<file path="src/rtl/lif_ring_network.sv">
// N leaky integrate-and-fire neurons coupled by excitatory synapses of one shared weight,
// forming an open chain or, in ring mode, an oscillating loop.
module lif_ring_network #(
  parameter int N          = 4,
  parameter int V_W        = 8,
  parameter int W_W        = 4,
  parameter int THRESH     = 200,
  parameter int LEAK_SHIFT = 3,
  parameter int REFRAC     = 4,
  parameter int SEL_W      = 2
) (
  input  logic             clk,
  input  logic             reset,
  input  logic             enable,
  input  logic [V_W-1:0]   drive,
  input  logic [W_W-1:0]   weight,
  input  logic             ring_mode,
  input  logic [SEL_W-1:0] vmem_sel,
  output logic [N-1:0]     spike,
  output logic [15:0]      spike_count,
  output logic [V_W-1:0]   vmem
);

  localparam int SUM_W = V_W + 2;
  localparam logic [SUM_W-1:0] V_MAX      = {2'b00, {V_W{1'b1}}};
  localparam logic [SUM_W-1:0] THRESH_EXT = SUM_W'(THRESH);

  logic [V_W-1:0] syn;
  logic [N-1:0]   pred_spike;
  logic [N-1:0]   fire_now;
  logic [V_W-1:0] v_all [N];

  // The weight lands in the top bits of the membrane range.
  assign syn        = V_W'(weight) << (V_W - W_W);
  assign pred_spike = {spike[N-2:0], ring_mode & spike[N-1]};

  for (genvar i = 0; i < N; i++) begin : g_neuron
    logic [V_W-1:0]   v;
    logic [3:0]       refrac;
    logic             spk;
    logic [SUM_W-1:0] in_sum;
    logic [SUM_W-1:0] sum;

    always_comb begin
      in_sum = pred_spike[i] ? SUM_W'(syn) : '0;
      if (i == 0) in_sum = in_sum + SUM_W'(drive);
      sum = SUM_W'(v) - SUM_W'(v >> LEAK_SHIFT) + in_sum;
      if (sum > V_MAX) sum = V_MAX;
    end

    assign fire_now[i] = (refrac == 4'd0) && (sum >= THRESH_EXT);
    assign v_all[i]    = v;
    assign spike[i]    = spk;

    // Refractory neurons discard all input, even a coincident synaptic spike.
    always_ff @(posedge clk or posedge reset) begin
      if (reset) begin
        v      <= '0;
        refrac <= '0;
        spk    <= 1'b0;
      end else if (!enable) begin
        spk <= 1'b0;
      end else if (refrac != 4'd0) begin
        refrac <= refrac - 4'd1;
        v      <= '0;
        spk    <= 1'b0;
      end else if (fire_now[i]) begin
        spk    <= 1'b1;
        v      <= '0;
        refrac <= 4'(REFRAC);
      end else begin
        spk <= 1'b0;
        v   <= sum[V_W-1:0];
      end
    end
  end

  always_ff @(posedge clk or posedge reset) begin
    if (reset)
      spike_count <= '0;
    else if (enable && fire_now[N-1] && spike_count != 16'hFFFF)
      spike_count <= spike_count + 16'd1;
  end

  always_comb begin
    vmem = '0;
    for (int k = 0; k < N; k++)
      if (vmem_sel == SEL_W'(k)) vmem = v_all[k];
  end

endmodule
</file>
<file path="config.mk">
export PLATFORM = sky130hd
export DESIGN_NAME = lif_ring_network
export DESIGN_NICKNAME = d
export VERILOG_FILES = /design/src/rtl/lif_ring_network.sv
export SDC_FILE = /design/constraint.sdc
export NUM_CORES = 1
export LEC_CHECK = 0
export BUFFER_PORTS_ARGS = -buffer_cell sky130_fd_sc_hd__buf_2
export CORE_ASPECT_RATIO = 0.6
export CORE_UTILIZATION = 56
export CTS_BUF_LIST = sky130_fd_sc_hd__clkbuf_8
export DETAILED_ROUTE_END_ITERATION = 10
export PLACE_DENSITY = 0.76
export REMOVE_ABC_BUFFERS = 1
export SLEW_MARGIN = 20
export SYNTH_ARGS = -nofsm -noshare
export SYNTH_HDL_FRONTEND = slang
export SYNTH_SLANG_ARGS = --single-unit
</file>
<file path="constraint.sdc">
create_clock -name clk -period 4 [get_ports clk]
set_input_delay 1.2 -clock clk [delete_from_list [all_inputs] [get_ports clk]]
set_output_delay 1.2 -clock clk [all_outputs]
set_load 0.01 [all_outputs]
</file>
==> key figures <==
Outcome
  • Outcome: finished, violations left
  • Violated checks: negative setup slack

Worst hold path
  • Worst hold path class: reg -> reg

Timing
  • RSZ-0062 raised after global routing: true
  • Final min period: 4.05 ns
  • Fin crit share: 101%
  • Final hold violation count: 0
  • Clock Skew: 0.00871 ns
  • Slew Viols, Final: 0
  • Final WS setup: -0.0517 ns
  • Final setup viols: 6
  • Min Hold Slack: 0.486 ns
  • Highest clock rate: 247 MHz
  • Slew @ Worst Pin: 0.962 ns
  • Slew headroom: 35.8%

Floorplanning
  • Initial Util: 58.7%
  • Die width: 125 um
  • Die footprint: 9430 sq um
  • Row cnt: 26
  • I/O Pins: 46
  • Die Ht: 75.6 um
  • Core area: 8620 sq um

CTS
  • CTS Buf Count: 9
  • Clock slew at reported path FFs: 0.07 ns
  • Hold buffers post-CTS: 0
  • CTS Buffer Depth: 2
  • CTS Sinks: 68
  • CTS H-tree lvls: 3
  • Root buf cell: clkbuf_8
  • CTS tree: yes
  • Clk_lat worst skew: 0.35 ns

Layout
  • Layout Cells excl Fill: 682
  • Layout area overhead: 15.9%
  • Layout Nets: 641
  • FILL cells: 625
  • Multi-input gate area: 3260 sq um
  • Share of layout cells above drive strength 1: 23.2%
  • Ant. Diodes: 0
  • Register Area: 1700 sq um

Yosys
  • Number of synthesis warnings: 0
  • Yosys top cell by area: dfrtp_1
  • Post-synth top area share: 33.6%
  • Synth Flop Type: dfrtp_1
  • Fraction of registers with async set/reset: 100%
  • Synth top area cells: dfrtp_1, ha_1, fa_1
  • Sequential element share of the synthesized area: 33.6%
  • EDFF count, synth: 0
  • Syn Inst Count: 504
  • Cell area after technology mapping: 5060 sq um
  • Netlist cell types: 58
  • Register bit total from synthesis: 68
  • Syn Area/Cell: 10.0 sq um

Drt
  • Avg Vias per Cell: 6.18
  • WL/cell: 19.0 um
  • Via count: 4217
  • Final WL: 12900 um
  • Residual DRC count: 0
  • Routed Antenna Nets: 0
  • DR pass1 iterations: 5
  • 1st-iter DRT viols: 287

Critical path
  • Slowest stage delay, CP: 0.48 ns
  • Slowest stage cell on the critical path: fa_1
  • CP Buf/Inv Count: 1
  • Critical Path Sink Type: flip-flop
  • Worst path required time: 4.22 ns
  • Most used cell, CP: a21o_1
  • Worst Setup Path Type: reg -> reg
  • Critical Path Fanout Max: 5
  • CP Launch Type: flip-flop
  • Cells along the critical path: ha_1 -> a21o_1 -> a21oi_2 -> o21bai_1 -> a21o_1 -> or3_4 -> xnor2_4 -> fa_1 -> ha_4 -> o21a_1 -> nand2_2 -> mux2i_1 -> o31a_1 -> buf_12 -> o21ai_4 -> o22ai_1
  • Arrival @ worst endpoint: 4.27 ns
  • Cell family with most CP delay: compound AO/OA/AOI/OAI gates

Placed design
  • Post-Place Worst Slack: -0.107 ns
  • Gpl congestion: 0.930
  • Cells after DPL: 660
  • Post-DP HPWL: 9330 um
  • PortBufs: 45

Pwr
  • Peak VDD IR: 688 uV
  • Lkg Pwr: 2.95 nW
  • Pwr dens: 893 nW/um^2

Global routing
  • GRT Util Overall: 28.7%
  • GRT Residual Overflow: 0
  • Largest net degree at the start of global routing: 69
  • First-pass GRT wire length: 20400 um
  • Number of global-route vias before repair: 3970
  • Initial antenna violation count: 0

Flow run
  • Max-cap violation count: 0
[state kept, by name (all words and copies together), names as in the netlist]
signal and flops:
spike_count 16, g_neuron.v 32, g_neuron.refrac 16, g_neuron.spk 4
[what timing repair did]
| action | in CTS | in global routing |
|---|---|---|
| gates resized for setup | 7 | 26 |
| pin swaps | 3 | 10 |
| setup buffers | 1 | 5 |
| cloned | 0 | 1 |
| setup endpoints to repair | 10 | 23 |
[cells in the mapped netlist (2+ instances only)]
cell        n
a211o_1     3
a21o_1     20
a21oi_1    19
a31oi_2     2
a32o_1     16
and2_1     15
and3_1      5
buf_4       5
clkbuf_1    8
dfrtp_1    68
fa_1       12
ha_1       45
inv_1      47
mux2i_1     3
mux4_2      8
nand2_1    25
nand2b_1    7
nand3_1     8
nand4_1     6
nor2_1     19
nor2b_1     5
nor3_1     18
nor3b_1     2
nor4_1      8
o21a_1      4
o21ai_0    14
o21ai_1     2
o21bai_1    8
o22ai_1    10
o2bb2ai_1   5
o31a_1      3
or2_2       4
or3_1       7
xnor2_1    24
xor2_1     26
[final timing paths]
path	end	from	slack, ns	depth (start not counted)
worst max register to register	g_neuron[0].v[0]	g_neuron[0].v[1]	-0.05	16
min in group asynchronous	spike_count[0]	reset	1.11	3
worst min register to register	g_neuron[2].refrac[0]	g_neuron[2].refrac[0]	0.49	2
worst min-delay path	g_neuron[2].refrac[0]	g_neuron[2].refrac[0]	0.49	2
max in group asynchronous	g_neuron[0].v[3]	reset	2.27	3
worst max-delay path	g_neuron[0].v[0]	g_neuron[0].v[1]	-0.05	16
[power by group]
part	total, mW	leakage, nW	switching, mW	internal, mW
logic	3.64	1.93	2.04	1.60
registers	1.05	0.916	0.201	0.852
clock network	0.541	0.103	0.255	0.286
total	5.23	2.95	2.50	2.74
[per-layer routing]
| metal | track usage [%] | vias up | routed length [um] |
|---|---|---|---|
| met1 | 39.3 | 2065 | 5780 |
| met3 | 7.37 | 32 | 1000 |
| met2 | 46.1 | 175 | 5840 |
| met4 | 7.63 | 0 | 318 |
| li1 | - | 1945 | - |
| met5 | 0 | - | 0 |
[layout make-up]
class / instances / area share (%)
clock buffers: 13 / 3.05
inverters: 47 / 3.01
well taps: 112 / 2.39
repair buffers: 64 / 6.70
flip-flops and latches: 68 / 29.1
clock inverters: 2 / 0.149
multi-input cells: 376 / 55.6
[stage by stage]
stage               util [%]  power [mW]  TNS, ns  instance area, sq um
CTS                     66.1        4.88        0                  5690
global placement        63.3        4.08        0                  5450
finish                  68.0        5.23   -0.199                  5860
global route            68.0        5.62    -1.53                  5860
floorplan                  -        3.37        0                  4980
detailed placement      63.3        4.21   -0.759                  5450
[cell usage in the layout, fill, tap and decap left out, types with 16 or more instances in the layout]
| master | count |
|---|---|
| ha_1 | 42 |
| dfrtp_1 | 67 |
| inv_1 | 44 |
| buf_4 | 17 |
| xor2_1 | 25 |
| nor3_1 | 18 |
| nor2_1 | 18 |
| a21oi_1 | 17 |
| xnor2_1 | 21 |
| nand2_1 | 25 |
| buf_2 | 45 |
| a21o_1 | 20 |
| a32o_1 | 16 |
[cell families (layout without fill, tap and decap cells)]
| group | Yosys count | after routing | synth area share (%) |
|---|---|---|---|
| AND/OR/NAND/NOR | 137 | 137 | 14.6 |
| AO/OA/AOI/OAI | 118 | 119 | 17.5 |
| flip-flops | 68 | 68 | 33.6 |
| buffers and inverters | 61 | 126 | 5.05 |
| adder cells (fa/ha/maj) | 57 | 57 | 15.9 |
| XOR/XNOR | 50 | 50 | 8.66 |
| multiplexers | 13 | 13 | 4.68 |
[worst reg2reg max path, stage by stage, from the launching register on]
cell	delay, ns
dfrtp_1	0.41
ha_1	0.30
a21o_1	0.19
a21oi_2	0.15
o21bai_1	0.09
a21o_1	0.22
or3_4	0.37
xnor2_4	0.19
fa_1	0.48
ha_4	0.30
o21a_1	0.15
nand2_2	0.08
mux2i_1	0.12
o31a_1	0.35
buf_12	0.15
o21ai_4	0.25
o22ai_1	0.14
No activity file was read; power rests on OpenSTA's default activity.
